`config.mk`:
```
export PLATFORM = sky130hd
export DESIGN_NAME = sram_like_arbiter
export DESIGN_NICKNAME = d
export VERILOG_FILES = /design/src/rtl/sram_like_arbiter_pkg.sv /design/src/rtl/sram_like_arbiter_id_fifo.sv /design/src/rtl/sram_like_arbiter.sv
export SDC_FILE = /design/constraint.sdc
export NUM_CORES = 1
export LEC_CHECK = 0
export ABC_AREA = 1
export CORE_AREA = 5 5 121 123
export CTS_CLUSTER_SIZE = 24
export DETAILED_ROUTE_END_ITERATION = 10
export DIE_AREA = 0 0 126 128
export MAX_ROUTING_LAYER = met4
export PLACE_DENSITY_LB_ADDON = 0.3
export SYNTH_ARGS = -nofsm -noshare
export SYNTH_HDL_FRONTEND = slang
export SYNTH_HIERARCHICAL = 1
export SYNTH_SLANG_ARGS = --single-unit
export TNS_END_PERCENT = 50
```
`constraint.sdc`:
```
create_clock -name clk -period 3.4 [get_ports clk]
set_input_delay 0.68 -clock clk [delete_from_list [all_inputs] [get_ports clk]]
set_output_delay 0.68 -clock clk [all_outputs]
set_load 0.01 [all_outputs]
```
`src/rtl/sram_like_arbiter_pkg.sv`:
```
// Shared types for the SRAM-like arbiter: master IDs and the packed request command.
package sram_like_arbiter_pkg;

    localparam int SRAM_CMD_WD = 71;

    typedef enum logic {
        ARB_ID_INST = 1'b0,
        ARB_ID_DATA = 1'b1
    } arb_id_e;

    typedef struct packed {
        logic        wr;
        logic [1:0]  size;
        logic [31:0] addr;
        logic [3:0]  wstrb;
        logic [31:0] wdata;
    } sram_cmd_t;

    function automatic sram_cmd_t pack_cmd(
        input logic        wr,
        input logic [1:0]  size,
        input logic [31:0] addr,
        input logic [3:0]  wstrb,
        input logic [31:0] wdata
    );
        sram_cmd_t c;
        c.wr    = wr;
        c.size  = size;
        c.addr  = addr;
        c.wstrb = wstrb;
        c.wdata = wdata;
        return c;
    endfunction

endpackage

```
`src/rtl/sram_like_arbiter_id_fifo.sv`:
```
// In-order FIFO of owner IDs for accepted-but-unanswered requests.
// Push while full and pop while empty are ignored; full/empty come from the registered count.
module arb_id_fifo
    import sram_like_arbiter_pkg::*;
#(
    parameter int DEPTH = 4
) (
    input  logic    clk,
    input  logic    reset,
    input  logic    push,
    input  arb_id_e push_id,
    input  logic    pop,
    output logic    full,
    output logic    empty,
    output arb_id_e head
);

    localparam int AW = $clog2(DEPTH);
    localparam int CW = AW + 1;

    logic [DEPTH-1:0] mem_q, mem_d;
    logic [AW-1:0]    wr_ptr_q, wr_ptr_d;
    logic [AW-1:0]    rd_ptr_q, rd_ptr_d;
    logic [CW-1:0]    count_q, count_d;
    logic             do_push, do_pop;

    assign full  = (count_q == CW'(DEPTH));
    assign empty = (count_q == '0);
    assign head  = arb_id_e'(mem_q[rd_ptr_q]);

    assign do_push = push & ~full;
    assign do_pop  = pop & ~empty;

    always_comb begin
        mem_d    = mem_q;
        wr_ptr_d = wr_ptr_q;
        rd_ptr_d = rd_ptr_q;
        count_d  = count_q;
        if (do_push) begin
            mem_d[wr_ptr_q] = push_id;
            wr_ptr_d        = wr_ptr_q + AW'(1);
        end
        if (do_pop) begin
            rd_ptr_d = rd_ptr_q + AW'(1);
        end
        // A simultaneous push and pop leaves the occupancy unchanged.
        case ({do_push, do_pop})
            2'b10:   count_d = count_q + CW'(1);
            2'b01:   count_d = count_q - CW'(1);
            default: count_d = count_q;
        endcase
    end

    always_ff @(posedge clk or posedge reset) begin
        if (reset) begin
            mem_q    <= '0;
            wr_ptr_q <= '0;
            rd_ptr_q <= '0;
            count_q  <= '0;
        end else begin
            mem_q    <= mem_d;
            wr_ptr_q <= wr_ptr_d;
            rd_ptr_q <= rd_ptr_d;
            count_q  <= count_d;
        end
    end

endmodule

```
`src/rtl/sram_like_arbiter.sv`:
```
// Merges the inst and data SRAM-like masters onto one SRAM-like slave port.
// Define ARB_ROUND_ROBIN_EN for round-robin arbitration; otherwise data always beats inst.
module sram_like_arbiter
    import sram_like_arbiter_pkg::*;
#(
    parameter int OUTSTANDING_DEPTH = 4
) (
    input  logic        clk,
    input  logic        reset,

    input  logic        inst_sram_req,
    input  logic        inst_sram_wr,
    input  logic [1:0]  inst_sram_size,
    input  logic [31:0] inst_sram_addr,
    input  logic [3:0]  inst_sram_wstrb,
    input  logic [31:0] inst_sram_wdata,
    output logic        inst_sram_addr_ok,
    output logic        inst_sram_data_ok,
    output logic [31:0] inst_sram_rdata,

    input  logic        data_sram_req,
    input  logic        data_sram_wr,
    input  logic [1:0]  data_sram_size,
    input  logic [31:0] data_sram_addr,
    input  logic [3:0]  data_sram_wstrb,
    input  logic [31:0] data_sram_wdata,
    output logic        data_sram_addr_ok,
    output logic        data_sram_data_ok,
    output logic [31:0] data_sram_rdata,

    output logic        mem_sram_req,
    output logic        mem_sram_wr,
    output logic [1:0]  mem_sram_size,
    output logic [31:0] mem_sram_addr,
    output logic [3:0]  mem_sram_wstrb,
    output logic [31:0] mem_sram_wdata,
    input  logic        mem_sram_addr_ok,
    input  logic        mem_sram_data_ok,
    input  logic [31:0] mem_sram_rdata
);

    arb_id_e   grant;
    arb_id_e   owner_q, owner_d;
    logic      lock_q, lock_d;
    logic      granted_req;
    logic      accept;
    logic      pop;
    logic      fifo_full, fifo_empty;
    arb_id_e   fifo_head;
    sram_cmd_t inst_cmd, data_cmd, mem_cmd;

`ifdef ARB_ROUND_ROBIN_EN
    arb_id_e   rr_q, rr_d;
`endif

    assign inst_cmd = pack_cmd(inst_sram_wr, inst_sram_size, inst_sram_addr,
                               inst_sram_wstrb, inst_sram_wdata);
    assign data_cmd = pack_cmd(data_sram_wr, data_sram_size, data_sram_addr,
                               data_sram_wstrb, data_sram_wdata);

    // A stalled request keeps its owner so the slave never sees the payload change masters.
    always_comb begin
        grant = ARB_ID_INST;
        if (lock_q) begin
            grant = owner_q;
        end else begin
`ifdef ARB_ROUND_ROBIN_EN
            if (inst_sram_req && data_sram_req) begin
                grant = (rr_q == ARB_ID_DATA) ? ARB_ID_INST : ARB_ID_DATA;
            end else if (data_sram_req) begin
                grant = ARB_ID_DATA;
            end
`else
            if (data_sram_req) begin
                grant = ARB_ID_DATA;
            end
`endif
        end
    end

    always_comb begin
        granted_req = inst_sram_req;
        mem_cmd     = inst_cmd;
        if (grant == ARB_ID_DATA) begin
            granted_req = data_sram_req;
            mem_cmd     = data_cmd;
        end
    end

    assign mem_sram_req   = granted_req & ~fifo_full & ~reset;
    assign mem_sram_wr    = mem_cmd.wr;
    assign mem_sram_size  = mem_cmd.size;
    assign mem_sram_addr  = mem_cmd.addr;
    assign mem_sram_wstrb = mem_cmd.wstrb;
    assign mem_sram_wdata = mem_cmd.wdata;

    assign accept            = mem_sram_req & mem_sram_addr_ok;
    assign inst_sram_addr_ok = accept & (grant == ARB_ID_INST);
    assign data_sram_addr_ok = accept & (grant == ARB_ID_DATA);

    // Responses return in order; a data_ok with nothing outstanding is dropped.
    assign pop               = mem_sram_data_ok & ~fifo_empty & ~reset;
    assign inst_sram_data_ok = pop & (fifo_head == ARB_ID_INST);
    assign data_sram_data_ok = pop & (fifo_head == ARB_ID_DATA);
    assign inst_sram_rdata   = mem_sram_rdata;
    assign data_sram_rdata   = mem_sram_rdata;

    always_comb begin
        lock_d  = lock_q;
        owner_d = owner_q;
        if (accept) begin
            lock_d = 1'b0;
        end else if (mem_sram_req) begin
            lock_d  = 1'b1;
            owner_d = grant;
        end
    end

    always_ff @(posedge clk or posedge reset) begin
        if (reset) begin
            lock_q  <= 1'b0;
            owner_q <= ARB_ID_DATA;
        end else begin
            lock_q  <= lock_d;
            owner_q <= owner_d;
        end
    end

`ifdef ARB_ROUND_ROBIN_EN
    assign rr_d = accept ? grant : rr_q;

    always_ff @(posedge clk or posedge reset) begin
        if (reset) begin
            rr_q <= ARB_ID_DATA;
        end else begin
            rr_q <= rr_d;
        end
    end
`endif

    arb_id_fifo #(
        .DEPTH (OUTSTANDING_DEPTH)
    ) u_id_fifo (
        .clk     (clk),
        .reset   (reset),
        .push    (accept),
        .push_id (grant),
        .pop     (pop),
        .full    (fifo_full),
        .empty   (fifo_empty),
        .head    (fifo_head)
    );

endmodule

```
# [After elaboration in Yosys (flattened, before gate mapping)]
# Index checks and enable logic that the tools add are counted.
[totals] input_bits=180 mem_count=0 ram_bits=0 latch_bits=0 regBits=13 mem_bits_ro=0
[classes] mux=12 order_cmp=3 addsub=4 div=0 shift=0 bitwise=17 n_mul=0 reduce_logical=5 n_eq_ne=3
[op_table] operator="71-bit two-way mux" count=1
[op_table] operator="1-bit AND" count=11
[op_table] operator="1-bit two-way mux" count=7
[op_table] operator="2-bit by 3-bit < comparator with 1-bit output (second input constant)" count=2
[op_table] operator="1-bit inverter" count=6
[op_table] operator="3-bit one-hot mux with 2 select lines" count=1
[op_table] operator="2-bit by 1-bit adder with 2-bit output (second input constant)" count=2
[op_table] operator="4-bit bitwise mux" count=1
[op_table] operator="2-bit nonzero test" count=2
[op_table] operator="3-bit by 1-bit adder with 3-bit output (second input constant)" count=1
[op_table] operator="3-bit equality test (second input constant)" count=1
[op_table] operator="3-bit logical NOT" count=1
[op_table] operator="3-bit by 1-bit subtractor with 3-bit output (second input constant)" count=1
[op_table] operator="1-bit binary-select mux with 2-bit select" count=1
[op_table] operator="1-bit demux with 2-bit select" count=1
[op_table] operator="2-bit by 1-bit equality test with 1-bit output (second input constant)" count=1
[op_table] operator="2-bit equality test (second input constant)" count=1
[op_table] operator="2-bit by 1-bit >= comparator with 1-bit output (second input constant)" count=1
[op_table] operator="2-bit AND reduction" count=1
[op_table] operator="1-bit logical AND" count=1

# [Longest topological paths before layout]
[logic_depth] ltp_word=9 mapped_depth=16

# [Hierarchy]
# Netlist, hierarchy kept.
[modules_own_cells] module="sram_like_arbiter" area_per_inst_um2=1570.3 seq_area_each_um2=51.3 cells_per_inst=323 instances=1
[modules_own_cells] module="arb_id_fifo" area_per_inst_um2=671.9 seq_area_each_um2=275.3 cells_per_inst=84 instances=1

# [Worst setup path before layout]
# Ideal clock, no wire load.
[synth_path] path_type="in2reg" from="input reset" to="register u_id_fifo.count_q[2]" path_buffers=0 stages=10 arrival_time_ns=1.989 slack_ns=1.294 cell_sequence="nor3_1 > nand2_1 > inv_1 > ha_1 > inv_1 > fa_1 > nand2_1 > nand3_1 > nand2_1 > nand2_1"
[synth_via] word_cells_on_any_way=10
[synth_rtl] element="start: declaration" line="sram_like_arbiter.sv:9" text="input logic reset,"
[synth_rtl] element="1-bit inverter *" line="sram_like_arbiter.sv:102" text="assign pop = mem_sram_data_ok & ~fifo_empty & ~reset;"
[synth_rtl] element="1-bit AND *" line="sram_like_arbiter.sv:102"
[synth_rtl] element="1-bit AND *" line="sram_like_arbiter_id_fifo.sv:32" text="assign do_pop = pop & ~empty;"
[synth_rtl] element="named net u_id_fifo.do_pop" line="sram_like_arbiter_id_fifo.sv:25" text="logic do_push, do_pop;"
[synth_rtl] element="2-bit by 1-bit equality test with 1-bit output / 2-bit equality test (equally long branches)" line="sram_like_arbiter_id_fifo.sv:47" text="case ({do_push, do_pop})"
[synth_rtl] element="3-bit one-hot mux with 2 select lines / 2-bit nonzero test (equally long branches)"
[synth_rtl] element="end signal: assignment" line="sram_like_arbiter_id_fifo.sv:64" text="count_q <= count_d;"
[synth_rtl] element="end: declaration" line="sram_like_arbiter_id_fifo.sv:24" text="logic [CW-1:0] count_q, count_d;"
# Mark *: on every way through the listed nets, which the timed path passes. The rest lies on a longest branch.
# A chain may end at the register's enable or synchronous reset.

# [Final worst setup path]
[layout_path] from="input data_sram_req" to="output mem_sram_wdata[1]"
[layout_via] elab_chain_cells=3
[layout_rtl] element="start: declaration" line="sram_like_arbiter.sv:21" text="input logic data_sram_req,"
[layout_rtl] element="1-bit two-way mux" line="sram_like_arbiter.sv:74" text="if (data_sram_req) begin"
[layout_rtl] element="1-bit two-way mux" line="sram_like_arbiter.sv:64" text="if (lock_q) begin"
[layout_rtl] element="71-bit two-way mux" line="sram_like_arbiter.sv:84" text="if (grant == ARB_ID_DATA) begin"
[layout_rtl] element="end: declaration" line="sram_like_arbiter.sv:36" text="output logic [31:0] mem_sram_wdata,"
# Every way passes these cells.

==> impl_metrics.toml <==
[run_status]
status = "finished clean"

[clock_network]
cts_hold_buf = 0
cts_tree = "yes"
postCtsSetupBuffers = 0
cts_root_buf = "clkbuf_16"
htreeDepth = 1
clk_pin_slew_ns = 0.05
cts.path.max_buffers = 2
clock_sinks = 13
worstSkewPairLatency_ns = 0.24
numCtsBuffers = 3
postCtsResizedCells = 0

[route]
vias_per_cell = 3.843
drtAntennaViolNets = 0
vias = 2836
drt_iter0_drc = 150
post_drt_wl_per_cell_um = 15.27
dr.pass1.iters = 5
wl_mm = 11.27
drc = 0

[yosys]
ys_seq_area_frac = 0.1456
ys_ff_latch = 13
synth.avg_cell_area_um2 = 5.509
synthCells = 407
synth_top_area_share = 0.4152
synthTopCellsByArea = "nand2_1, buf_4, dfrtp_1"
synth_fp_nets = 593
netlist_area_um2 = 2242
yosys_warnings = 6
synth_cell_types = 19
synth_area_leader_cell = "nand2_1"

[min_path]
min_path_type = "reg2reg"

[critical_path]
path_cells = "clkdlybuf4s50_1 -> nand2_1 -> nand2_2 -> inv_2 -> buf_12 -> nand2_1 -> nand2_1 -> clkdlybuf4s50_1"
path_depth = 8
ff2ff_setup_slack_ns = 1.04
crit_buf_inv = 4
worstRegToRegCells = 11
start_kind = "input port"
reg2reg_from = "u_id_fifo/count_q[0]"
cp.arrival_ns = 2.54
crit_required_ns = 2.72
cp_top_family = "buffers and inverters"
cp-end-kind = "primary output"
endpoint = "mem_sram_wdata[1]"
startpoint = "data_sram_req"
cp_max_fo = 34
path_common_cell = "nand2_1"
path_class = "in2out"
cpPeakStageDelay_ns = 0.55
r2r-end = "u_id_fifo/count_q[1]"
cp_slowest_cell = "clkdlybuf4s50_1"

[timing]
fin_skew_ns = 0.005576
fin_setup_tns_ns = 0
setup_viol = 0
max_freq_ghz = 0.3102
worstMarginPinSlew_ns = 0.4439
min_period_ns = 3.224
timing.final.max_slew_violations = 0
relSlewSlack = 0.7038
rsz0062_at_grt = "false"
worst_slack_ns = 0.1762
hold_viol = 0
fin_crit_sh = 0.9482

[pwr]
p_leak_nw = 2.061
power_density_nw_per_um2 = 601.3
worst_ir_drop_vdd_mv = 0.2991

[final_layout]
finalNetCount = 745
multi_input_area_um2 = 1214
layout-drive-gt1-share = 0.03047
stdcell_count = 738
seq_area_um2 = 326.6
diodes = 0
synthToLayoutAreaGrowth_pct = 89.56
n_fill_cell = 1492

[placed_design]
dp_hpwl_mm = 9.347
post-place-ws_ns = 0.1792
port-buffer-count = 223
dp.cells = 734
gp_congestion = 0.8542

[global_routing]
grt-busiest-layer = "met2"
grt_pass1_wl_mm = 16.52
gr-total-overflow = 0
use_met2 = 0.2238
grt_pass1_vias = 2835
grtUsageMet1 = 0.1512
use_met3 = 0.04375
grt_max_degree = 40
track_usage = 0.1303
antenna_found_initial = 0

[floorplan]
start_util = 0.1654
fp-row-count = 43
dieArea_um2 = 16130
chipHeight_um = 128
ios = 320
die_w_um = 126
core_um2 = 13560

[run]
max-cap-violations = 0
==> cell families after synthesis <==
kind of cell,after synthesis,share of synthesized area
flops,13,0.1457
simple gates,278,0.4894
fa+ha+maj,6,0.03683
buf+inv,104,0.3131
compound gates,5,0.01116
xor+xnor,1,0.003907
==> where the power goes <==
group          internal, mW  total [mW]  leakage [nW]  switching [mW]
logic                  1.01        2.04          1.86            1.03
clock network         0.158       0.224        0.0382          0.0655
registers             0.230       0.295         0.161          0.0651
==> area by class of cell <==
class                   instances  area share
flip-flops and latches         13     0.07683
clock buffers                   4     0.01855
repair buffers                228      0.5458
well taps                     180     0.05299
multi-input cells             290      0.2855
inverters                      23     0.02031
==> cells in the mapped netlist <==
cell / number
xnor2_1: 1
nor2_2: 1
buf_4: 64
nand3_1: 9
inv_2: 2
dfstp_2: 1
ha_1: 5
dfrtp_1: 12
nand2_2: 2
buf_2: 9
o21ai_0: 5
nor2_1: 8
buf_6: 8
nand3_2: 3
nand4_1: 6
inv_1: 21
nand2_1: 248
fa_1: 1
nor3_1: 1
==> registers in the layout, summed over array words and instances (netlist names) <==
name	flops
u_id_fifo/mem_q	4
owner_q	1
u_id_fifo/wr_ptr_q	2
lock_q	1
u_id_fifo/rd_ptr_q	2
u_id_fifo/count_q	3
==> cell usage in the layout, fill, tap and decap left out <==
cell	synthesis	final
nand2_1	248	248
clkdlybuf4s50_1	0	223
inv_1	21	21
dfrtp_1	12	12
nand3_1	9	9
nor2_1	8	8
nand4_1	6	6
o21ai_0	5	5
ha_1	5	5
buf_12	0	4
clkbuf_16	0	3
nand3_2	3	3
inv_2	2	2
nand2_2	2	2
nor3_1	1	1
clkbuf_1	0	1
dfstp_2	1	1
nor2_2	1	1
xnor2_1	1	1
fa_1	1	1
buf_4	64	1
==> tightest hold or removal path, stage by stage, from the launching register on <==
cell and delay, ns:
dfstp_2 0.37, nand2_1 0.06, nand2_1 0.05
==> worst min-delay path by stage <==
stage,startpoint,endpoint,cells after the start
CTS,owner_q,owner_q,2
global route,owner_q,owner_q,2
finish,owner_q,owner_q,2
detailed placement,u_id_fifo/mem_q[3],u_id_fifo/mem_q[3],2
floorplan,reset,lock_q,1
global placement,owner_q,owner_q,2
==> per-stage QoR <==
step           hold WS (ns)  area (um^2)  power [mW]    util
6_report             0.4832         4250       2.556  0.3135
2_1_floorplan        0.4205         2242       1.354       -
5_1_grt              0.5054         4250       2.768  0.3135
4_1_cts              0.4799         4250       2.593  0.3135
3_3_place_gp         0.4539         4172       2.332  0.3077
3_5_place_dp         0.4679         4172       2.351  0.3077
==> per-layer routing <==
| layer | share of wire | vias to the layer above | wire (um) |
|---|---|---|---|
| li1 | - | 1455 | - |
| met4 | 0.011 | 0 | 128 |
| met5 | 0 | - | 0 |
| met2 | 0.50 | 169 | 5683 |
| met1 | 0.40 | 1200 | 4488 |
| met3 | 0.086 | 12 | 966 |
Power figures use the tool's default switching activity.
